File: src/rtl/spw_pkg.sv
// ============================================================================
// Module  : spw_pkg
// Brief   : Shared SpaceWire character types and link constants.
// Rev     : 1.0  initial release
// ============================================================================
`default_nettype none

package spw_pkg;

    localparam logic [1:0] SPW_EOP        = 2'b01;
    localparam logic [1:0] SPW_EEP        = 2'b10;
    localparam int         CREDIT_PER_FCT = 8;
    localparam int         MAX_CREDIT     = 56;
    localparam int         CREDIT_W       = 6;

    typedef struct packed {
        logic       lchar;
        logic [7:0] data;
    } spw_char_t;

    // Only EOP and EEP are legal L-chars on this path; other codes are dropped.
    function automatic logic spw_is_storable(input spw_char_t c);
        return !c.lchar || (c.data[1:0] == SPW_EOP) || (c.data[1:0] == SPW_EEP);
    endfunction

endpackage

`default_nettype wire

File: src/rtl/spw_credit_counter.sv
// ============================================================================
// Module  : spw_credit_counter
// Brief   : Flow-control credit register with FCT overflow detection.
// Rev     : 1.0  initial release
// ============================================================================
`default_nettype none

module spw_credit_counter
    import spw_pkg::*;
#(
    parameter int CREDIT_INC = CREDIT_PER_FCT,
    parameter int CREDIT_MAX = MAX_CREDIT
) (
    input  logic                clk,
    input  logic                reset,
    input  logic                fct_i,
    input  logic                consume_i,
    output logic [CREDIT_W-1:0] credit_o,
    output logic                has_credit_o,
    output logic                error_o
);

    localparam logic [CREDIT_W:0] c_INC = (CREDIT_W + 1)'(CREDIT_INC);
    localparam logic [CREDIT_W:0] c_MAX = (CREDIT_W + 1)'(CREDIT_MAX);

    logic [CREDIT_W-1:0] credit_q, credit_d;
    logic                error_q, error_d;
    logic [CREDIT_W:0]   w_after_use;
    logic [CREDIT_W:0]   w_with_fct;
    logic                w_use;

    assign w_use       = consume_i && (credit_q != '0);
    assign w_after_use = {1'b0, credit_q} - {{CREDIT_W{1'b0}}, w_use};
    assign w_with_fct  = w_after_use + c_INC;

    always_comb begin
        credit_d = w_after_use[CREDIT_W-1:0];
        error_d  = error_q;
        if (fct_i) begin
            // An FCT that would exceed the ceiling is dropped, not clipped.
            if (w_with_fct > c_MAX) begin
                error_d = 1'b1;
            end else begin
                credit_d = w_with_fct[CREDIT_W-1:0];
            end
        end
    end

    always_ff @(posedge clk) begin
        if (reset) begin
            credit_q <= '0;
            error_q  <= 1'b0;
        end else begin
            credit_q <= credit_d;
            error_q  <= error_d;
        end
    end

    assign credit_o     = credit_q;
    assign has_credit_o = (credit_q != '0);
    assign error_o      = error_q;

endmodule

`default_nettype wire

File: src/rtl/spw_tx_queue.sv
// ============================================================================
// Module  : spw_tx_queue
// Brief   : SpaceWire transmit character queue with credit-gated drain.
//           Optional flush input enabled by defining SPW_TX_FLUSH_EN.
// Rev     : 1.0  initial release
// ============================================================================
`default_nettype none

module spw_tx_queue
    import spw_pkg::*;
#(
    parameter int DEPTH_LOG2     = 3,
    parameter int CREDIT_PER_FCT = spw_pkg::CREDIT_PER_FCT,
    parameter int MAX_CREDIT     = spw_pkg::MAX_CREDIT
) (
    input  logic                clk,
    input  logic                reset,
`ifdef SPW_TX_FLUSH_EN
    input  logic                flush_i,
`endif
    input  logic [8:0]          dat_i,
    input  logic                stb_i,
    output logic                ack_o,
    output logic                full_o,
    output logic                empty_o,
    input  logic                tx_busy_i,
    input  logic                fct_i,
    output logic                nchar_o,
    output logic                lchar_o,
    output logic [7:0]          char_o,
    output logic [CREDIT_W-1:0] credit_o,
    output logic                credit_error_o
);

    localparam int DEPTH = 1 << DEPTH_LOG2;

    spw_char_t             mem_q [DEPTH];
    logic [DEPTH_LOG2-1:0] rp_q, rp_d, wp_q, wp_d;
    logic [DEPTH_LOG2:0]   count_q, count_d;
    logic                  ack_q, holdoff_q;
    logic                  nchar_q, nchar_d, lchar_q, lchar_d;
    logic [7:0]            char_q, char_d;

    logic                  w_flush;
    logic                  w_full, w_empty;
    logic                  w_accept, w_store, w_emit;
    logic                  w_has_credit;
    spw_char_t             w_in_char, w_head;

`ifdef SPW_TX_FLUSH_EN
    assign w_flush = flush_i;
`else
    assign w_flush = 1'b0;
`endif

    assign w_in_char = spw_char_t'(dat_i);
    assign w_head    = mem_q[rp_q];
    assign w_full    = (count_q == (DEPTH_LOG2 + 1)'(DEPTH));
    assign w_empty   = (count_q == '0);

    // Any accepted strobe is acked; only legal characters consume a slot.
    assign w_accept  = stb_i && !ack_q && !w_full;
    assign w_store   = w_accept && !w_flush && spw_is_storable(w_in_char);
    assign w_emit    = !w_empty && !tx_busy_i && w_has_credit && !holdoff_q && !w_flush;

    spw_credit_counter #(
        .CREDIT_INC (CREDIT_PER_FCT),
        .CREDIT_MAX (MAX_CREDIT)
    ) u_credit (
        .clk          (clk),
        .reset        (reset),
        .fct_i        (fct_i),
        .consume_i    (w_emit),
        .credit_o     (credit_o),
        .has_credit_o (w_has_credit),
        .error_o      (credit_error_o)
    );

    always_comb begin
        rp_d    = rp_q;
        wp_d    = wp_q;
        count_d = count_q;
        nchar_d = w_emit && !w_head.lchar;
        lchar_d = w_emit && w_head.lchar;
        char_d  = w_emit ? w_head.data : char_q;
        if (w_flush) begin
            rp_d    = wp_q;
            count_d = '0;
        end else begin
            if (w_store) begin
                wp_d = wp_q + 1'b1;
            end
            if (w_emit) begin
                rp_d = rp_q + 1'b1;
            end
            case ({w_store, w_emit})
                2'b10:   count_d = count_q + 1'b1;
                2'b01:   count_d = count_q - 1'b1;
                default: count_d = count_q;
            endcase
        end
    end

    always_ff @(posedge clk) begin
        if (reset) begin
            rp_q      <= '0;
            wp_q      <= '0;
            count_q   <= '0;
            ack_q     <= 1'b0;
            holdoff_q <= 1'b0;
            nchar_q   <= 1'b0;
            lchar_q   <= 1'b0;
            char_q    <= '0;
        end else begin
            rp_q      <= rp_d;
            wp_q      <= wp_d;
            count_q   <= count_d;
            ack_q     <= w_accept;
            holdoff_q <= w_emit;
            nchar_q   <= nchar_d;
            lchar_q   <= lchar_d;
            char_q    <= char_d;
        end
    end

    // Store and drain never target the same slot: that needs count 0 or DEPTH.
    for (genvar gi = 0; gi < DEPTH; gi++) begin : g_slot
        always_ff @(posedge clk) begin
            if (reset || w_flush) begin
                mem_q[gi] <= '0;
            end else if (w_store && (wp_q == DEPTH_LOG2'(gi))) begin
                mem_q[gi] <= w_in_char;
            end else if (w_emit && (rp_q == DEPTH_LOG2'(gi))) begin
                mem_q[gi] <= '0;
            end
        end
    end

    assign ack_o   = ack_q;
    assign full_o  = w_full;
    assign empty_o = w_empty;
    assign nchar_o = nchar_q;
    assign lchar_o = lchar_q;
    assign char_o  = char_q;

endmodule

`default_nettype wire

File: config.mk
export PLATFORM = sky130hd
export DESIGN_NAME = spw_tx_queue
export DESIGN_NICKNAME = d
export VERILOG_FILES = /design/src/rtl/spw_pkg.sv /design/src/rtl/spw_credit_counter.sv /design/src/rtl/spw_tx_queue.sv
export SDC_FILE = /design/constraint.sdc
export NUM_CORES = 1
export LEC_CHECK = 0
export CAP_MARGIN = 20
export CORE_ASPECT_RATIO = 1.5
export CORE_UTILIZATION = 59
export DETAILED_ROUTE_END_ITERATION = 7
export HOLD_SLACK_MARGIN = 0.1
export MAX_ROUTING_LAYER = met4
export PLACE_DENSITY = 0.8
export RECOVER_POWER = 50
export SYNTH_ARGS = -nofsm -noshare
export SYNTH_HDL_FRONTEND = slang
export SYNTH_SLANG_ARGS = --single-unit
File: constraint.sdc
create_clock -name clk -period 4.69 [get_ports clk]
set_clock_uncertainty 0.15 [all_clocks]
set_input_delay 0.938 -clock clk [delete_from_list [all_inputs] [get_ports clk]]
set_output_delay 0.938 -clock clk [all_outputs]
set_load 0.01 [all_outputs]
-- After elaboration in Yosys (flattened, before gate mapping)
Memories as Yosys holds them, arrays and structs flattened. A register that Yosys moved wholly into a read port is not among the register bits.
Cells that the tools add are included.
- register bits: 29
- bits in latches: 0
- memory bits (writable): 72
- bits in read-only memories: 0
- input port bits: 14
- output and inout port bits: 20
- word-level logic and storage cells: 172
- memories: 1
- $add $sub $neg: 6
- $mul: 0
- divide/modulo/power cells: 0
- order comparisons: 1
- equal/unequal tests: 19
- shifts and indexed selects: 0
- multiplexer cells: 79
- bitwise operators: 16
- reductions and logical operators: 40
- memory list (name ; words ; width ; rd ports ; clocked after Yosys merged registers in ; wr ports ; RTL line ; text):
    mem_q ; 8 ; 9 ; 1 ; 1 ; 8 ; spw_tx_queue.sv:37 ; spw_char_t mem_q [DEPTH];
- operator list (operator ; count):
    $mux 9 ; 16
    $mux 1 ; 58
    $logic_and 1x1->1 ; 25
    $eq 3x3->1 const B ; 8
    $or 1x1->1 ; 16
    $eq 3x2->1 const B ; 4
    $mux 6 ; 2
    $pmux 4 s2 ; 1
    $add 7x4->7 const B ; 1
    $gt 7x6->1 const B ; 1
    $logic_not 1->1 ; 7
    $sub 6x1->7 ; 1
    $add 3x1->3 const B ; 2
    $eq 3x1->1 const B ; 2
    $logic_not 3->1 ; 2
    $mux 3 ; 2
    $reduce_bool 6->1 ; 1
    $add 4x1->4 const B ; 1
    $eq 2x1->1 const B ; 2
    $eq 2x2->1 const B ; 2
    $eq 4x4->1 const B ; 1
    $logic_not 4->1 ; 1
    $sub 4x1->4 const B ; 1
    $logic_or 1x1->1 ; 2
    other kinds (2) ; 2

-- Logic depth before layout (Yosys ltp)
Gate-level depths: netlist of the first run.
- word-level depth: 11
- mapped depth: 11
- gate-level depth less buffers: 11

-- Hierarchy
A second synthesis of the first run with hierarchy kept.
- cell total of the unflattened synthesis: 404
- area total of the unflattened synthesis: 5023.6 um^2
- modules (own cells, without submodules) (module ; instances ; cells each ; area each (um^2) ; seq. area each (um^2)):
    spw_tx_queue ; 1 ; 332 ; 4430.5 ; 2662.6
    spw_credit_counter ; 1 ; 72 ; 593.1 ; 140.1

-- Worst setup path after synthesis of the first run
OpenSTA, ideal clock, no wires.
- path kind: input port to flip-flop
- from: in tx_busy_i
- to: reg u_credit.credit_q[5] (netlist: u_credit.credit_o[5])
- library setup time: 0.121 ns
- arrival: 3.347 ns
- required time: 4.419 ns
- path slack: 1.072 ns
- cell stages on the path: 8
- buffers on the path: 0
- cells stage by stage: a2111oi_0 ha_1 nor3b_1 xnor2_2 ha_1 o41a_1 a211oi_1 mux2_2
- longest elaborated chain between the ends: 10
- RTL lines (item ; RTL line ; text):
    start: declaration ; spw_tx_queue.sv:26 ; input logic tx_busy_i,
    $logic_not 1->1 (*) ; spw_tx_queue.sv:64 ; assign w_emit = !w_empty && !tx_busy_i && w_has_credit && !holdoff_q && !w_flush;
    $logic_and 1x1->1 (*) (3 in series) ; spw_tx_queue.sv:64 ;
    $logic_and 1x1->1 (*) ; spw_credit_counter.sv:32 ; assign w_use = consume_i && (credit_q != '0);
    $sub 6x1->7 (*) ; spw_credit_counter.sv:33 ; assign w_after_use = {1'b0, credit_q} - {{CREDIT_W{1'b0}}, w_use};
    $add 7x4->7 ; spw_credit_counter.sv:34 ; assign w_with_fct = w_after_use + c_INC;
    $gt 7x6->1 ; spw_credit_counter.sv:41 ; if (w_with_fct > c_MAX) begin
    $mux 6 ; spw_credit_counter.sv:41 ;
    $mux 6 (*) ; spw_credit_counter.sv:39 ; if (fct_i) begin
    end signal: assignment ; spw_credit_counter.sv:54 ; credit_q <= credit_d;
    end: declaration ; spw_credit_counter.sv:26 ; logic [CREDIT_W-1:0] credit_q, credit_d;
Mark *: on every way between the ends. The rest lies on a longest branch, timed or not.
A chain may end at the register's enable or synchronous reset.

-- Worst setup path in the final report of the first run
- from: in dat_i[0]
- to: reg count_q[3]
- longest elaborated chain between the ends: 6
- elaborated cells on any way between the ends: 9
- classes of those cells: 4 x eq/ne; 1 x mux; 4 x reduce/logical
- RTL lines (item ; RTL line ; text):
    start: declaration ; spw_tx_queue.sv:21 ; input logic [8:0] dat_i,
    $eq 2x1->1 ; spw_pkg.sv:23 ; return !c.lchar || (c.data[1:0] == SPW_EOP) || (c.data[1:0] == SPW_EEP);
    $logic_or 1x1->1 ; spw_pkg.sv:23 ;
    $logic_or 1x1->1 (*) ; spw_pkg.sv:23 ;
    $logic_and 1x1->1 (*) ; spw_tx_queue.sv:63 ; assign w_store = w_accept && !w_flush && spw_is_storable(w_in_char);
    $eq 2x1->1 or $eq 2x2->1 (tied branches) ; spw_tx_queue.sv:96 ; case ({w_store, w_emit})
    $pmux 4 s2 or $reduce_bool 2->1 (tied branches) ; n/a ;
    end signal: assignment ; spw_tx_queue.sv:117 ; count_q <= count_d;
    end: declaration ; spw_tx_queue.sv:39 ; logic [DEPTH_LOG2:0] count_q, count_d;
Marked as above.

==> results.toml, run 1 <==
[route]
wl_per_cell_microns = 20.0
wirelength_microns = 10200
ant_nets = 0
drc = 0
viasPerCell = 6.07
drt_iter0_markers = 266
vias = 3101
dr.pass1.iters = 4

[setup_path]
ff2ff_setup_slack_ps = 1180
arrival_ps = 4250
worstSetupPathType = "input port to flop"
reg2reg_depth = 10
path_delay_family = "buffers and inverters"
end_kind = "flop"
regToRegStartpoint = "u_credit.credit_o[5]"
path_cells = "dlygate4sd3_1 > xnor2_1 > a2111oi_4 > clkbuf_1 > inv_1 > ha_1 > ha_1 > a21o_1 > a21oi_1 > xnor2_1 > or3_1 > a21oi_1"
crit_start = "dat_i[0]"
cpMaxStageDelayCell = "dlygate4sd3_1"
cp-endpoint = "count_q[3]"
crit_cells = 12
worstPathMaxFanout = 12
start_kind = "input port"
worstPathRequired_ps = 4820
r2r-end = "u_credit.credit_o[5]"
cp_num_buf_inv = 3
crit_path_max_incr_delay_ps = 650

[clock_network]
postCtsSetupBuffers = 0
insertion_delay_ps = 350
cts_tree = "yes"
clk_pin_slew_ps = 70
cts_sinks = 104
cts.htree.levels = 3
holdBufCountCts = 0
clock_path_buffers = 2
cts_buffers = 9
cts_resized = 0
cts_root_buf = "clkbuf_16"

[cells_and_area]
syn_to_final_growth_pct = 14.2
diodes = 0
nNetsFinal = 435
stdcell_area_sq_mm = 0.00564
drive_gt1_frac = 0.111

[power]
netSwitchingFraction = 0.305
leakagePower_nw = 2.27
power_frac_comb = 0.292
p_total_w = 0.00284
pwr-share-clk = 0.277
cellPowerDensity_mw_per_mm2 = 504
p_seq_frac = 0.431
internal-power_w = 0.00198
power.switching_w = 0.000866
vdd_drop_max_mv = 0.392

[placed_design]
gp_congestion = 0.821
port_buffers = 33
dpl_cell_area_sq_mm = 0.00534
dp_hpwl_microns = 6880

[synth]
ys_top_cells_by_area = "edfxtp_1 44%, dfxtp_1 13%, mux4_2 8.2%"
yosys_register_bits = 104
synth_top_area_share = 0.438
ys_warn_count = 0
syn_inst = 376
synth_edf_count = 72
ys_seq_area_frac = 0.568
syn_area_sq_mm = 0.00494
synthFlopType = "edfxtp_1"
synth_top_area_cell = "edfxtp_1"
synth.lib_cells_used.distinct = 44
syn_nets = 410
avgSynthCellArea_sq_um = 13.1
synthArstFlopShare = 0

[floorplan]
die_y_microns = 114
initial_core_util = 0.613
ioPinCount = 34
rows = 40
die_x_microns = 76.7
die_area_sq_mm = 0.00875
core_area_sq_mm = 0.00806

[grt]
grt_util_all_layers = 0.266
grt_pass1_wl_microns = 16200
antenna_found_initial = 0
grt_pass1_vias = 3177
grt_max_degree = 32
grt.overflow.total = 0

[sta]
finalSetupTns_ps = 0
fin_hold_ws_ps = 348
finalHoldViolCount = 0
finalCriticalPeriod_ps = 4110
finalCritPeriodShare = 0.877
drv_slew = 0
slew_headroom = 0.176
setup_violations = 0
worst_pin_slew_ps = 1240
grt_setup_unrepaired = "no"
fmax_mhz = 243

[worst_hold_path]
min_path_type = "flop to flop"
hp-start = "char_o[0]"

[flow_run]
max_cap_viol_count = 0

[run_status]
status = "finished, final reports clean"
[state kept, by name, summed over array words and instances (netlist names), named ones only]
signal / count
u_credit.error_o: 1
count_q: 4
u_credit.credit_o: 6
wp_q: 3
ack_o: 1
nchar_o: 1
holdoff_q: 1
rp_q: 3
lchar_o: 1
char_o: 8
mem_q: 72
[cell usage after synthesis (2+ instances only)]
library cell and n:
nor4_1 3, a21oi_1 7, nor2b_1 4, edfxtp_1 72
xor2_1 3, a221o_1 5, inv_2 2, nor2_1 31
clkbuf_1 13, a2111oi_0 2, a211oi_1 12, xnor2_1 6
nand3_1 3, inv_1 13, nand2_1 5, ha_1 19
a31oi_1 3, and2_1 29, nor3_1 2, mux2i_1 8
buf_2 9, mux4_2 18, o21ai_0 2, dfxtp_1 32
mux2_2 4, and3_1 48, nor3b_1 3, nand4b_1 2
[per-layer routing]
layer | global-route usage | wire length (microns)
met2 | 0.464 | 5410
met1 | 0.269 | 3840
met4 | 0.183 | 427
met3 | 0.0464 | 520
met5 | - | 0
[logic make-up (layout without fill, tap and decap cells)]
| kind of cell | Yosys count | in the layout | synth area share |
|---|---|---|---|
| AND/OR/NAND/NOR | 136 | 136 | 0.159 |
| flip-flops | 104 | 104 | 0.568 |
| buffers and inverters | 39 | 69 | 0.0327 |
| AO/OA/AOI/OAI | 36 | 36 | 0.0575 |
| multiplexers | 30 | 30 | 0.107 |
| adder cells (fa/ha/maj) | 20 | 20 | 0.0522 |
| XOR/XNOR | 11 | 11 | 0.0238 |
[worst min-delay path, stage by stage, from the launching register on]
cell and delay [ps]:
dfxtp_1 310, nor2_1 90, a211oi_1 50
[stage by stage]
stage | setup slack, ps | util | instances
final | 578 | 0.700 | 511
after global routing | 339 | 0.700 | 511
after CTS | 831 | 0.702 | 511
after detailed placement | 461 | 0.662 | 495
after global placement | 481 | 0.662 | 495
after floorplan | 1070 | - | 376
[power groups by stage]
stage          Combinational, W  Sequential [W]  Clock (W)
6_report               0.000831         0.00122   0.000787
5_1_grt                0.000912         0.00124   0.000823
4_1_cts                0.000863         0.00123   0.000795
3_5_place_dp           0.000856         0.00125          0
3_3_place_gp           0.000834         0.00124          0
2_1_floorplan          0.000580         0.00122          0
[worst min path at each step]
stage	endpoint	slack (ps)	depth (start not counted)
6_report	char_o[0]	350	2
5_1_grt	char_o[0]	380	2
4_1_cts	char_o[1]	350	2
3_5_place_dp	char_o[1]	340	2
3_3_place_gp	char_o[4]	340	2
2_1_floorplan	count_q[3]	320	2
[cells in the final DEF, fill, tap and decap left out, drive strengths merged, types with 4 or more instances in the layout]
master / count
and3: 48
nor2b: 4
inv: 16
nand2: 5
dfxtp: 32
edfxtp: 72
clkdlybuf4s50: 11
mux2i: 8
xnor2: 7
ha: 19
mux4: 18
a211oi: 12
a21oi: 7
a221o: 5
dlygate4sd3: 22
clkbuf: 14
mux2: 4
nor2: 31
and2: 29
[cell type report]
class / count / area [sq um]
Sequential cell: 104 / 2800
Multi-Input combinational cell: 233 / 1970
Tap cell: 105 / 131
Clock inverter: 4 / 48.8
Fill cell: 562 / 2420
Timing Repair Buffer: 38 / 360
Inverter: 15 / 56.3
Clock buffer: 12 / 268
Power figures use the tool's default switching activity.
==> run 2, diff against run 1 <==
--- a/config.mk
+++ b/config.mk
@@ -15,4 +15,5 @@
 export RECOVER_POWER = 50
 export SYNTH_ARGS = -nofsm -noshare
 export SYNTH_HDL_FRONTEND = slang
+export SYNTH_HIERARCHICAL = 1
 export SYNTH_SLANG_ARGS = --single-unit
==> results.toml, run 2 <==
[synth]
syn_inst = 404
synth_top_family_by_area = "simple AND/OR/NAND/NOR gates"
synthFlopType = "edfxtp_1"
ys_warn_count = 6
synth_edf_count = 72
synth-adder-area-share = 0.0448
synthXorXnorAreaFrac = 0.0174
synth_common_cells = "75 x nor2_1, 72 x edfxtp_1, 32 x dfxtp_1"
ys_seq_area_frac = 0.558
synth_top_area_share = 0.430
avgSynthCellArea_sq_um = 12.4
syn_area_sq_mm = 0.00502
synth.lib_cells_used.distinct = 55
yosys_register_bits = 104
post-synth-top-count-cell = "nor2_1"
syn_nets = 436
synth_compound_area_frac = 0.0600
synthSimpleGateAreaFrac = 0.199
synth_top_area_cell = "edfxtp_1"
synthArstFlopShare = 0
ys_top_cells_by_area = "edfxtp_1 43%, dfxtp_1 13%, mux4_2 8.1%"
muxShareOfSynthArea = 0.0976

[grt]
use_met2 = 0.444
grt_util_all_layers = 0.272
busiest_layer = "met2"
use_met3 = 0.0492
antenna_found_initial = 0
met1_usage = 0.319
grt_pass1_wl_microns = 17000
grt.overflow.total = 0
grt_max_degree = 30
grt_pass1_vias = 3341

[setup_path]
worstPathRequired_ps = 4780
arrival_ps = 4500
start_kind = "input port"
end_kind = "flop"
worstPathMaxFanout = 6
path_cells = "clkdlybuf4s50_1 > nor3b_1 > nand2_2 > inv_2 > and2_1 > ha_1 > ha_1 > nor3b_2 > xor2_1 > ha_1 > nand2b_1 > a21oi_1 > a221o_1 > a211oi_2 > mux2_1"
cpMaxStageDelayCell = "clkdlybuf4s50_1"
crit_path_max_incr_delay_ps = 400
critPathMostFrequentCell = "ha_1"
worstSetupPathType = "input port to flop"

[route]
vias = 3366
ant_nets = 0
drc = 0
wl_per_cell_microns = 19.6
drt_iter0_markers = 273
dr.pass1.iters = 5
viasPerCell = 6.13
wirelength_microns = 10800

[cells_and_area]
final_util = 0.701
syn_to_final_growth_pct = 13.1
diodes = 0
largest_reg_flops = 72
stdcell_area_sq_mm = 0.00568
nFillCells = 589
top_register = "mem_q"
drive_gt1_frac = 0.122
nNetsFinal = 471
final_cell_mix = "75 x nor2_1, 72 x edfxtp_1, 32 x dfxtp_1, 19 x dlygate4sd3_1"
layout_commonest_cell = "nor2_1"

[placed_design]
place_ws_ps = -11.9
dpl_cell_area_sq_mm = 0.00546
gp_congestion = 0.891
dp_hpwl_microns = 7190
port_buffers = 33

[clock_network]
cts_sinks = 104
cts_buffers = 9
cts_root_buf = "clkbuf_16"
cts_resized = 0
insertion_delay_ps = 350
cts.htree.levels = 3
postCtsSetupBuffers = 0
clk_pin_slew_ps = 60
holdBufCountCts = 0
clock_path_buffers = 2
cts_tree = "yes"

[sta]
finalCritPeriodShare = 0.941
drv_slew = 0
slew_headroom = 0.113
finalHoldViolCount = 0
finalWorstSetupSlack_ps = 274
fmax_mhz = 226
worst_pin_slew_ps = 1330
grt_setup_unrepaired = "no"
finalCriticalPeriod_ps = 4420
setup_violations = 0

[floorplan]
die_x_microns = 77.3
initial_core_util = 0.620
die_y_microns = 115
ioPinCount = 34
die_area_sq_mm = 0.00889
core_area_sq_mm = 0.00811
rows = 40

[power]
vdd_drop_max_mv = 0.324
cellPowerDensity_mw_per_mm2 = 472
leakagePower_nw = 2.08

[worst_hold_path]
min_path_type = "flop to flop"

[run_status]
status = "finished, final reports clean"

[flow_run]
max_cap_viol_count = 0
run 2: path summary, 6_finish.rpt:
kind	slack (ps)	endpoint	startpoint	depth (start not counted)
setup / recovery	270	u_credit/credit_o[3]	tx_busy_i	15
hold / removal	340	char_o[3]	char_o[3]	2
setup reg to reg	490	u_credit/credit_o[3]	u_credit/credit_o[3]	16
hold reg to reg	340	char_o[3]	char_o[3]	2
run 2: cells by family after synthesis:
kind of cell / Yosys count
AO/OA/AOI/OAI: 37
multiplexers: 26
XOR/XNOR: 10
AND/OR/NAND/NOR: 181
adder cells (fa/ha/maj): 18
buffers and inverters: 28
flip-flops: 104
run 2: through the flow:
stage / hold WS, ps / setup TNS, ps / instances / power, W
5_1_grt: 357 / 0 / 549 / 0.00281
2_1_floorplan: 333 / 0 / 404 / 0.00175
4_1_cts: 347 / 0 / 549 / 0.00271
3_5_place_dp: 334 / -11.9 / 533 / 0.00202
3_3_place_gp: 326 / 0 / 533 / 0.00200
6_report: 341 / 0 / 549 / 0.00268
run 2: report_power, final:
part	leakage, nW	internal [W]	switching (W)
Combinational	0.937	0.000368	0.000416
Sequential	1.01	0.00110	0.000101
Clock	0.136	0.000371	0.000327
Total	2.08	0.00184	0.000845
run 2: critical path, delay by kind of cell:
kind	cells	cell delay, ps
adders and majority gates	3	700
AOI/OAI and AO/OA	3	670
and+or+nand+nor	5	1040
muxes	1	340
xor gates and xnor gates	1	350
buffers and inverters	2	460
run 2: layout make-up:
type                    instances  area [sq um]  area share
well taps                     105           131      0.0231
multi-input cells             272          2060       0.363
repair buffers                 39           362      0.0636
clock inverters                 6          35.0     0.00616
flip-flops and latches        104          2800       0.493
inverters                      13          48.8     0.00859
clock buffers                  10           239      0.0421
run 2: metal layers:
metal,vias up,share of wire
met5,-,0
met4,0,0.034
met3,34,0.048
met2,136,0.51
met1,1652,0.41
li1,1544,-
